<file path="config.mk">
export PLATFORM = sky130hd
export DESIGN_NAME = alu_seq
export DESIGN_NICKNAME = d
export VERILOG_FILES = /design/src/rtl/alu_seq.sv
export SDC_FILE = /design/constraint.sdc
export NUM_CORES = 1
export LEC_CHECK = 0
export BUFFER_PORTS_ARGS = -buffer_cell sky130_fd_sc_hd__buf_2
export CAP_MARGIN = 15
export CORE_MARGIN = 5
export CORE_UTILIZATION = 64
export DETAILED_ROUTE_END_ITERATION = 16
export GPL_TIMING_DRIVEN = 0
export MAX_ROUTING_LAYER = met4
export PLACE_DENSITY = 0.82
export SLEW_MARGIN = 20
export SYNTH_ARGS = -nofsm -noshare
export SYNTH_HDL_FRONTEND = slang
export SYNTH_SLANG_ARGS = --single-unit
</file>
<file path="constraint.sdc">
create_clock -name clk -period 3.95 [get_ports clk]
set_clock_uncertainty 0.05 [all_clocks]
set_input_delay 0.1975 -clock clk [delete_from_list [all_inputs] [get_ports clk]]
set_output_delay 0.1975 -clock clk [all_outputs]
set_load 0.05 [all_outputs]
</file>
<file path="src/rtl/alu_seq.sv">
`default_nettype none
// ============================================================================
// Module   : alu_seq
// Purpose  : Multi-cycle execute-stage ALU. Single-cycle ops (add, sub,
//            logic, shifts, compare, branch) finish one cycle after accept.
//            MUL (signed shift-add on magnitudes) and DIVU/REMU (restoring
//            division) iterate one bit per cycle. A finish step follows,
//            which applies the product sign and the overflow flags.
// Ports    : clk, rst (async, active-high)
//            in_valid/in_ready   - operand handshake (a, b, s)
//            out_valid/out_ready - result handshake (f, ovf, take_branch)
//            busy                - high while iterating
// Revision : 1.0 - initial release
// ============================================================================
module alu_seq #(
  parameter  int WIDTH = 16,              // must be >= 4
  localparam int SHW   = $clog2(WIDTH)
) (
  input  logic             clk,
  input  logic             rst,
  input  logic             in_valid,
  output logic             in_ready,
  input  logic [WIDTH-1:0] a,
  input  logic [WIDTH-1:0] b,
  input  logic [3:0]       s,
  output logic             out_valid,
  input  logic             out_ready,
  output logic [WIDTH-1:0] f,
  output logic             ovf,
  output logic             take_branch,
  output logic             busy
);

  typedef enum logic [1:0] {
    ST_IDLE = 2'd0,
    ST_EXEC = 2'd1,
    ST_FIN  = 2'd2,
    ST_DONE = 2'd3
  } state_t;

  localparam logic [WIDTH-1:0] c_width = WIDTH'(WIDTH);
  localparam logic [SHW-1:0]   c_last  = SHW'(WIDTH - 1);

  state_t           r_state;
  logic             r_rdy_en;   // holds in_ready low until the first clock after reset
  logic [SHW-1:0]   r_cnt;
  logic [1:0]       r_op;       // s[1:0] of the long op: 00 MUL, 01 DIVU, 10 REMU
  logic             r_neg;      // product sign
  logic             r_bzero;    // divisor was zero
  logic [2*WIDTH-1:0] r_acc;    // MUL: product accumulator; DIV: remainder in [WIDTH:0]
  logic [2*WIDTH-1:0] r_opa;    // MUL: shifted multiplicand; DIV: divisor in low bits
  logic [WIDTH-1:0]   r_opb;    // MUL: multiplier shifting out; DIV: dividend out / quotient in

  logic             w_accept;
  logic             w_long;
  logic [WIDTH-1:0] w_sum, w_diff, w_sra, w_mag_a, w_mag_b;
  logic [SHW-1:0]   w_sh;
  logic             w_big, w_lt;
  logic [WIDTH-1:0] w_f;
  logic             w_ovf, w_tb;
  logic [WIDTH:0]   w_rem_sh, w_rem_nx;
  logic             w_dge;
  logic [2*WIDTH-1:0] w_prod;
  logic [WIDTH:0]   w_hi;
  logic             w_movf;

  assign in_ready  = r_rdy_en && ((r_state == ST_IDLE) || ((r_state == ST_DONE) && out_ready));
  assign out_valid = (r_state == ST_DONE);
  assign busy      = (r_state == ST_EXEC);
  assign w_accept  = in_valid && in_ready;
  assign w_long    = (s[3:2] == 2'b11) && (s[1:0] != 2'b11);

  assign w_sum   = a + b;
  assign w_diff  = a - b;
  assign w_lt    = $signed(a) < $signed(b);
  assign w_big   = (b >= c_width);
  assign w_sh    = b[SHW-1:0];
  // Kept as its own assignment so the shift stays arithmetic.
  assign w_sra   = $signed(a) >>> w_sh;
  assign w_mag_a = a[WIDTH-1] ? -a : a;
  assign w_mag_b = b[WIDTH-1] ? -b : b;

  always_comb begin
    w_f   = '0;
    w_ovf = 1'b0;
    w_tb  = 1'b0;
    case (s)
      4'b0000: begin
        w_f   = w_sum;
        w_ovf = (a[WIDTH-1] == b[WIDTH-1]) && (w_sum[WIDTH-1] != a[WIDTH-1]);
      end
      4'b0001: w_f = ~b;
      4'b0010: w_f = a & b;
      4'b0011: w_f = a | b;
      4'b0100: w_f = w_big ? {WIDTH{a[WIDTH-1]}} : w_sra;
      4'b0101: w_f = w_big ? '0 : (a << w_sh);
      4'b0110: w_tb = (a == '0);
      4'b0111: w_tb = (a != '0);
      4'b1000: w_f = a ^ b;
      4'b1001: begin
        w_f   = w_diff;
        w_ovf = (a[WIDTH-1] != b[WIDTH-1]) && (w_diff[WIDTH-1] != a[WIDTH-1]);
      end
      4'b1010: w_f = {{(WIDTH-1){1'b0}}, w_lt};
      4'b1011: w_tb = w_lt;
      default: ;
    endcase
  end

  // Restoring-division step. A zero divisor always "fits", which yields an
  // all-ones quotient and leaves the dividend as remainder with no special case.
  assign w_rem_sh = {r_acc[WIDTH-1:0], r_opb[WIDTH-1]};
  assign w_dge    = (w_rem_sh >= {1'b0, r_opa[WIDTH-1:0]});
  assign w_rem_nx = w_dge ? (w_rem_sh - {1'b0, r_opa[WIDTH-1:0]}) : w_rem_sh;

  // Signed product fits in WIDTH bits iff bits [2W-1:W-1] are all equal.
  assign w_prod = r_neg ? -r_acc : r_acc;
  assign w_hi   = w_prod[2*WIDTH-1:WIDTH-1];
  assign w_movf = !((&w_hi) || !(|w_hi));

  always_ff @(posedge clk or posedge rst) begin
    if (rst) begin
      r_state     <= ST_IDLE;
      r_rdy_en    <= 1'b0;
      r_cnt       <= '0;
      r_op        <= 2'b00;
      r_neg       <= 1'b0;
      r_bzero     <= 1'b0;
      r_acc       <= '0;
      r_opa       <= '0;
      r_opb       <= '0;
      f           <= '0;
      ovf         <= 1'b0;
      take_branch <= 1'b0;
    end else begin
      r_rdy_en <= 1'b1;
      case (r_state)
        ST_IDLE, ST_DONE: begin
          if (w_accept) begin
            if (w_long) begin
              r_op    <= s[1:0];
              r_neg   <= a[WIDTH-1] ^ b[WIDTH-1];
              r_bzero <= (b == '0);
              r_cnt   <= '0;
              r_acc   <= '0;
              if (s[1:0] == 2'b00) begin
                r_opa <= {{WIDTH{1'b0}}, w_mag_a};
                r_opb <= w_mag_b;
              end else begin
                r_opa <= {{WIDTH{1'b0}}, b};
                r_opb <= a;
              end
              r_state <= ST_EXEC;
            end else begin
              f           <= w_f;
              ovf         <= w_ovf;
              take_branch <= w_tb;
              r_state     <= ST_DONE;
            end
          end else if ((r_state == ST_DONE) && out_ready) begin
            r_state <= ST_IDLE;
          end
        end
        ST_EXEC: begin
          if (r_op == 2'b00) begin
            if (r_opb[0]) begin
              r_acc <= r_acc + r_opa;
            end
            r_opa <= r_opa << 1;
            r_opb <= r_opb >> 1;
          end else begin
            r_acc <= {{(WIDTH-1){1'b0}}, w_rem_nx};
            r_opb <= {r_opb[WIDTH-2:0], w_dge};
          end
          r_cnt <= r_cnt + 1'b1;
          if (r_cnt == c_last) begin
            r_state <= ST_FIN;
          end
        end
        ST_FIN: begin
          case (r_op)
            2'b00: begin
              f   <= w_prod[WIDTH-1:0];
              ovf <= w_movf;
            end
            2'b01: begin
              f   <= r_opb;
              ovf <= r_bzero;
            end
            default: begin
              f   <= r_acc[WIDTH-1:0];
              ovf <= r_bzero;
            end
          endcase
          take_branch <= 1'b0;
          r_state     <= ST_DONE;
        end
        default: r_state <= ST_IDLE;
      endcase
    end
  end

endmodule
`default_nettype wire
</file>
After elaboration in Yosys (flattened, before gate mapping)
Index checks and enable logic that the tools add are counted.
{"block": "classes", "div": 0, "n_mul": 0, "n_eq_ne": 29, "n_reduce_logical": 28, "n_mux": 43, "shift": 2, "add_sub_neg": 8, "order_cmp": 3, "bitwise": 5}
{"cell": "32-bit 2-to-1 mux", "n": 8}
{"cell": "16-bit 2-to-1 mux", "n": 11}
{"cell": "16-bit one-hot mux with 9 select lines", "n": 1}
{"cell": "32-bit one-hot mux with 2 select lines", "n": 2}
{"cell": "16-bit one-hot mux with 2 select lines", "n": 3}
{"cell": "32-bit adder", "n": 1}
{"cell": "16-bit logical NOT", "n": 2}
{"cell": "16-bit negator", "n": 2}
{"cell": "32-bit negator", "n": 1}
{"cell": "4-bit equality test, second input constant", "n": 5}
{"cell": "17-bit by 16-bit greater-or-equal comparator with 1-bit output", "n": 1}
{"cell": "17-bit 2-to-1 mux", "n": 1}
{"cell": "17-bit AND reduction", "n": 1}
{"cell": "17-bit OR reduction", "n": 1}
{"cell": "17-bit by 16-bit subtractor with 17-bit output", "n": 1}
{"cell": "16-bit adder", "n": 1}
{"cell": "16-bit bitwise AND", "n": 1}
{"cell": "4-bit by 3-bit equality test with 1-bit output, second input constant", "n": 4}
{"cell": "16-bit by 5-bit greater-or-equal comparator with 1-bit output, second input constant", "n": 1}
{"cell": "16-bit less-than comparator", "n": 1}
{"cell": "16-bit NOT", "n": 1}
{"cell": "16-bit bitwise OR", "n": 1}
{"cell": "16-bit nonzero test", "n": 1}
{"cell": "16-bit by 4-bit left shift with 16-bit output", "n": 1}
{"cell": "other kinds (31)", "n": 65}
{"block": "word_totals", "wordCells": 130, "ramBits": 0, "rom_bits": 0, "reg_bits": 109, "latch_bits": 0, "inputBits": 40, "output_inout_bits": 21, "mem_count": 0}

Logic depth before layout (Yosys ltp)
{"block": "logic_depth", "depth_word": 8, "mapped_depth": 15, "depth_no_buf": 14}

Least setup slack after synthesis
No wires, ideal clock.
{"block": "synth_path", "kind": "input port to flip-flop", "startpoint": "input b[2]", "endpoint": "register f[12]", "setup_slack_ps": 655, "arrival_ps": 3124, "t_required_ps": 3779, "n_path_buf": 3, "stages": 15, "setup_ps": 121, "cell_sequence": "clkbuf_1 inv_2 clkbuf_1 ha_1 clkbuf_1 a21oi_1 o21ai_0 a21o_1 a21o_1 a21oi_1 o21ai_0 a221o_1 a221o_1 a22oi_1 nor2_1"}
{"block": "synth_via", "elab_chain_len": 6, "elab_cells_between_ends": 11, "cone_classes": "2 x add/sub; 1 x order compare; 2 x shift; 6 x mux"}
{"element": "start, declared", "line_no": "24", "source": "input logic [WIDTH-1:0] b,"}
{"element": "16-bit by 5-bit greater-or-equal comparator with 1-bit output (tied with other cells)", "line_no": "76", "source": "assign w_big = (b >= c_width);"}
{"element": "16-bit 2-to-1 mux, on equally long branches", "line_no": "96, 95"}
{"element": "16-bit one-hot mux with 9 select lines *", "line_no": "87", "source": "case (s)"}
{"element": "16-bit 2-to-1 mux *", "line_no": "140", "source": "if (w_long) begin"}
{"element": "16-bit 2-to-1 mux *", "line_no": "139", "source": "if (w_accept) begin"}
{"element": "16-bit one-hot mux with 2 select lines *", "line_no": "137", "source": "case (r_state)"}
{"element": "end signal, assigned", "line_no": "155", "source": "f <= w_f;"}
{"element": "end signal, assigned", "line_no": "183", "source": "f <= w_prod[WIDTH-1:0];"}
{"element": "end signal, assigned", "line_no": "187", "source": "f <= r_opb;"}
{"element": "end, declared", "line_no": "28", "source": "output logic [WIDTH-1:0] f,"}
Mark *: on every way between the ends. The rest lies on a longest branch, timed or not. The select of a mux whose other input is x is not followed.
A chain may end at the register's enable or synchronous reset.

Final worst setup path
{"block": "layout_path", "startpoint": "register r_acc[0]", "endpoint": "register r_acc[31]"}
{"block": "layout_via", "elab_chain_len": 4}
{"element": "start, declared", "line_no": "50", "source": "logic [2*WIDTH-1:0] r_acc;"}
{"element": "start signal, assigned", "line_no": "167", "source": "r_acc <= r_acc + r_opa;"}
{"element": "start signal, assigned", "line_no": "172", "source": "r_acc <= {{(WIDTH-1){1'b0}}, w_rem_nx};"}
{"element": "32-bit adder", "line_no": "167"}
{"element": "32-bit 2-to-1 mux", "line_no": "166", "source": "if (r_opb[0]) begin"}
{"element": "32-bit 2-to-1 mux", "line_no": "165", "source": "if (r_op == 2'b00) begin"}
{"element": "32-bit one-hot mux with 2 select lines", "line_no": "137"}
Every way passes these cells. The select of a mux whose other input is x is not followed.

==> reports/qor.tcl <==
set qor(synth-main-ff-cell) {sky130_fd_sc_hd__dfrtp_1}
set qor(hold_violations) 0
set qor(clock_sinks) 109
set qor(cts.root.buffer_cell) {sky130_fd_sc_hd__clkbuf_16}
set qor(stdcell_count) 2105
set qor(slew_viol_final) 0
set qor(ios) 61
set qor(path_cells) {ha_1 > a211oi_1 > o21ai_0 > o31ai_2 > buf_4 > nor3_1 > o31ai_2 > o21ai_1 > a2111oi_0 > nor4bb_1 > or3_1 > o21ai_0}
set qor(row_cnt) 52
set qor(worstSetupEndpointType) {register}
set qor(ir_worst_vdd_mv) 0.692
set qor(shortest_period_the_worst_path_allows_ps) 3900
set qor(family_of_cells_with_the_greatest_summed_delay_on_the_critical_path) {compound AO/OA/AOI/OAI gates}
set qor(tritoncts) {yes}
set qor(critical_path_arrival_ps) 4150
set qor(run_status) {completed}
set qor(track_usage_pct) 46.3
set qor(power_density_nw_per_um2) 724
set qor(cp_max_fanout) 8
set qor(drive_gt1_share_pct) 7.36
set qor(timing.critical_path.buf_inv) 1
set qor(drc) 0
set qor(cts_inserted_buffers) 9
set qor(design.die.area_um2) 23200
set qor(die_x_um) 152
set qor(signed_area_change_from_the_synthesized_netlist_to_the_final_layout_pct) 7.91
set qor(yosys_register_bits) 109
set qor(worst_ep_required_time_ps) 4200
set qor(synthCells) 1758
set qor(place_congestion) 1.13
set qor(finish.instance_area_um2) 14000
set qor(syn-num-nets) 1906
set qor(viasPerCell) 7.36
set qor(clock_tree_buf_depth) 2
set qor(synth_edf_count) 0
set qor(post_layout_util_pct) 69.7
set qor(grt_pass1_vias) 14380
set qor(critPathKind) {reg2reg}
set qor(synthArstFlopShare_pct) 100
set qor(routed_wire_length_per_instance_um) 25.9
set qor(io_buffer_count) 58
set qor(timing.max_slew.rel_slack_pct) 23.8
set qor(finalHoldWorstSlack_ps) 292
set qor(finalSetupViolations) 0
set qor(sequential_element_share_of_the_synthesized_area_pct) 21.0
set qor(grt_first_pass_wirelength_um) 83100
set qor(globalRouteMet3Util_pct) 15.4
set qor(synthesis.area_per_instance_um2) 7.38
set qor(dr.pass1.iters) 6
set qor(routed-via-count) 15493
set qor(min_period_over_period_pct) 98.8
set qor(holdCritPathClass) {in2reg}
set qor(hpwl_um) 41700
set qor(grt_antenna_before_repair) 2
set qor(place_inst) 2087
set qor(timing.final.ws_setup_ps) 48.9
set qor(drt_first_iter_violations) 2278
set qor(cap_violations) 0
set qor(grt.met1_usage_pct) 60.8
set qor(met2_usage_pct) 64.9
set qor(grt_setup_unrepaired) {yes}
set qor(clk_latency_ps) 380
set qor(maximum_number_of_pins_on_one_net_before_global_route_repair) 62
set qor(final_antenna_net_count) 0
set qor(final.fill_count) 1689
set qor(synth_area_um2) 13000
set qor(setup_total_neg_slack_ps) 0
set qor(total_power_mw) 10.1
set qor(static-leakage-power_nw) 6.09
set qor(cts.clk_slew.worst_paths_ps) 90
set qor(start_util_pct) 64.6
set qor(timing.critical_path.slowest_stage_cell) {sky130_fd_sc_hd__dfrtp_1}
set qor(cts_max_level) 3
set qor(pre_cts_ws_ps) -612
set qor(globalRoute.totalOverflow) 0
set qor(worstMarginPinSlew_ps) 1140
set qor(die_h_um) 152
set qor(core_region_area_um2) 20100
set qor(fmaxAchievable_mhz) 256
set qor(crit_path_start_kind) {register}
set qor(netlist-cell-type-count) 74
set qor(gr-max-usage-layer) {met2}
set qor(finalWirelength_um) 54500
set qor(post_dp_cell_area_um2) 13600
set qor(final_nets) 1977
set qor(cp_slowest_stage_delay_ps) 560
set qor(synth-warning-count) 0
-- Yosys cell counts, types with 30 or more instances --
library cell	number	share of area, %
sky130_fd_sc_hd__nand2_1	187	5.4
sky130_fd_sc_hd__o21ai_0	176	6.8
sky130_fd_sc_hd__nor2_1	162	4.7
sky130_fd_sc_hd__a21oi_1	140	5.4
sky130_fd_sc_hd__dfrtp_1	109	21
sky130_fd_sc_hd__clkbuf_1	107	3.1
sky130_fd_sc_hd__ha_1	104	10
sky130_fd_sc_hd__inv_1	90	2.6
sky130_fd_sc_hd__xnor2_1	62	4.2
sky130_fd_sc_hd__a211oi_1	43	2.5
sky130_fd_sc_hd__nor3_1	43	1.7
sky130_fd_sc_hd__a21o_1	30	1.7
sky130_fd_sc_hd__nand3_1	30	1.2
-- logic make-up (layout without fill, tap and decap cells) --
family / after synthesis / after routing / synth area share [%]
AOI/OAI and AO/OA: 641 / 641 / 32.0
muxes: 46 / 46 / 4.59
other: 1 / 3 / 0.0289
buffers and inverters: 217 / 292 / 6.35
adders and majority gates: 108 / 108 / 10.6
DFF: 109 / 109 / 21.0
xor gates and xnor gates: 88 / 88 / 5.94
and+or+nand+nor: 548 / 548 / 19.5
-- registers in the layout (all words and copies together) (netlist names), 2 cells and up --
| signal | flops |
|---|---|
| f | 16 |
| r_acc | 32 |
| r_cnt | 4 |
| r_op | 2 |
| r_opa | 32 |
| r_opb | 16 |
| r_state | 2 |
-- worst min-delay path, cell delays in order --
cell                      delay [ps]
sky130_fd_sc_hd__buf_2           190
sky130_fd_sc_hd__nand2_1          60
sky130_fd_sc_hd__o21ai_0          90
sky130_fd_sc_hd__a22o_1          130
-- final timing paths --
check,from,to,slack [ps],depth (start not counted)
worst min-delay path,a[0],r_opa[0],290,4
worst max-delay path,r_acc[0],r_acc[31],50,12
worst max register to register,r_acc[0],r_acc[31],50,12
max in group asynchronous,rst,r_acc[1],2790,4
min in group asynchronous,rst,r_opa[24],350,3
worst min register to register,r_cnt[1],r_cnt[1],470,2
-- power by group --
| part | leakage, nW | internal, mW | switching [mW] |
|---|---|---|---|
| combinational | 4.55 | 2.45 | 4.81 |
| clock | 0.137 | 0.454 | 0.515 |
| sequential | 1.40 | 1.46 | 0.453 |
| total | 6.09 | 4.36 | 5.78 |
-- per-layer routing --
layer,part of all wire (%),up-vias
met4,5.9,0
met2,41,1354
met5,0,-
met3,16,331
met1,37,7194
li1,-,6614
-- layout by cell type (no fill, tap or decap), types with 25 or more instances in the layout --
cell                       synthesis  routed
sky130_fd_sc_hd__nand2_1         187     187
sky130_fd_sc_hd__o21ai_0         176     175
sky130_fd_sc_hd__nor2_1          162     161
sky130_fd_sc_hd__a21oi_1         140     140
sky130_fd_sc_hd__dfrtp_1         109     108
sky130_fd_sc_hd__ha_1            104     104
sky130_fd_sc_hd__clkbuf_1        107      99
sky130_fd_sc_hd__inv_1            90      89
sky130_fd_sc_hd__xnor2_1          62      62
sky130_fd_sc_hd__buf_2             2      61
sky130_fd_sc_hd__a211oi_1         43      43
sky130_fd_sc_hd__nor3_1           43      42
sky130_fd_sc_hd__nand3_1          30      30
sky130_fd_sc_hd__a21o_1           30      30
sky130_fd_sc_hd__mux2i_1          28      28
sky130_fd_sc_hd__xor2_1           26      26
sky130_fd_sc_hd__nand2b_1         25      25
-- area by class of cell --
type	instances	area, um2	share of cell area [%]
Multi-Input combinational cell	1432	9470	67.6
Sequential cell	109	2730	19.5
Buffer	117	455	3.25
Timing Repair Buffer	65	365	2.61
Inverter	95	363	2.59
Tap cell	270	338	2.41
Clock buffer	10	239	1.71
Clock inverter	5	45.0	0.322
Antenna cell	2	5.00	0.0357
-- repair_timing --
item                       4_1_cts  5_1_grt
buffers inserted                 0        5
gates resized for setup          9       10
pin swaps                        0        2
setup endpoints to repair        9       23
hold buffers                     1        0
hold endpoints to repair        48        0
No activity file was read; power rests on OpenSTA's default activity.
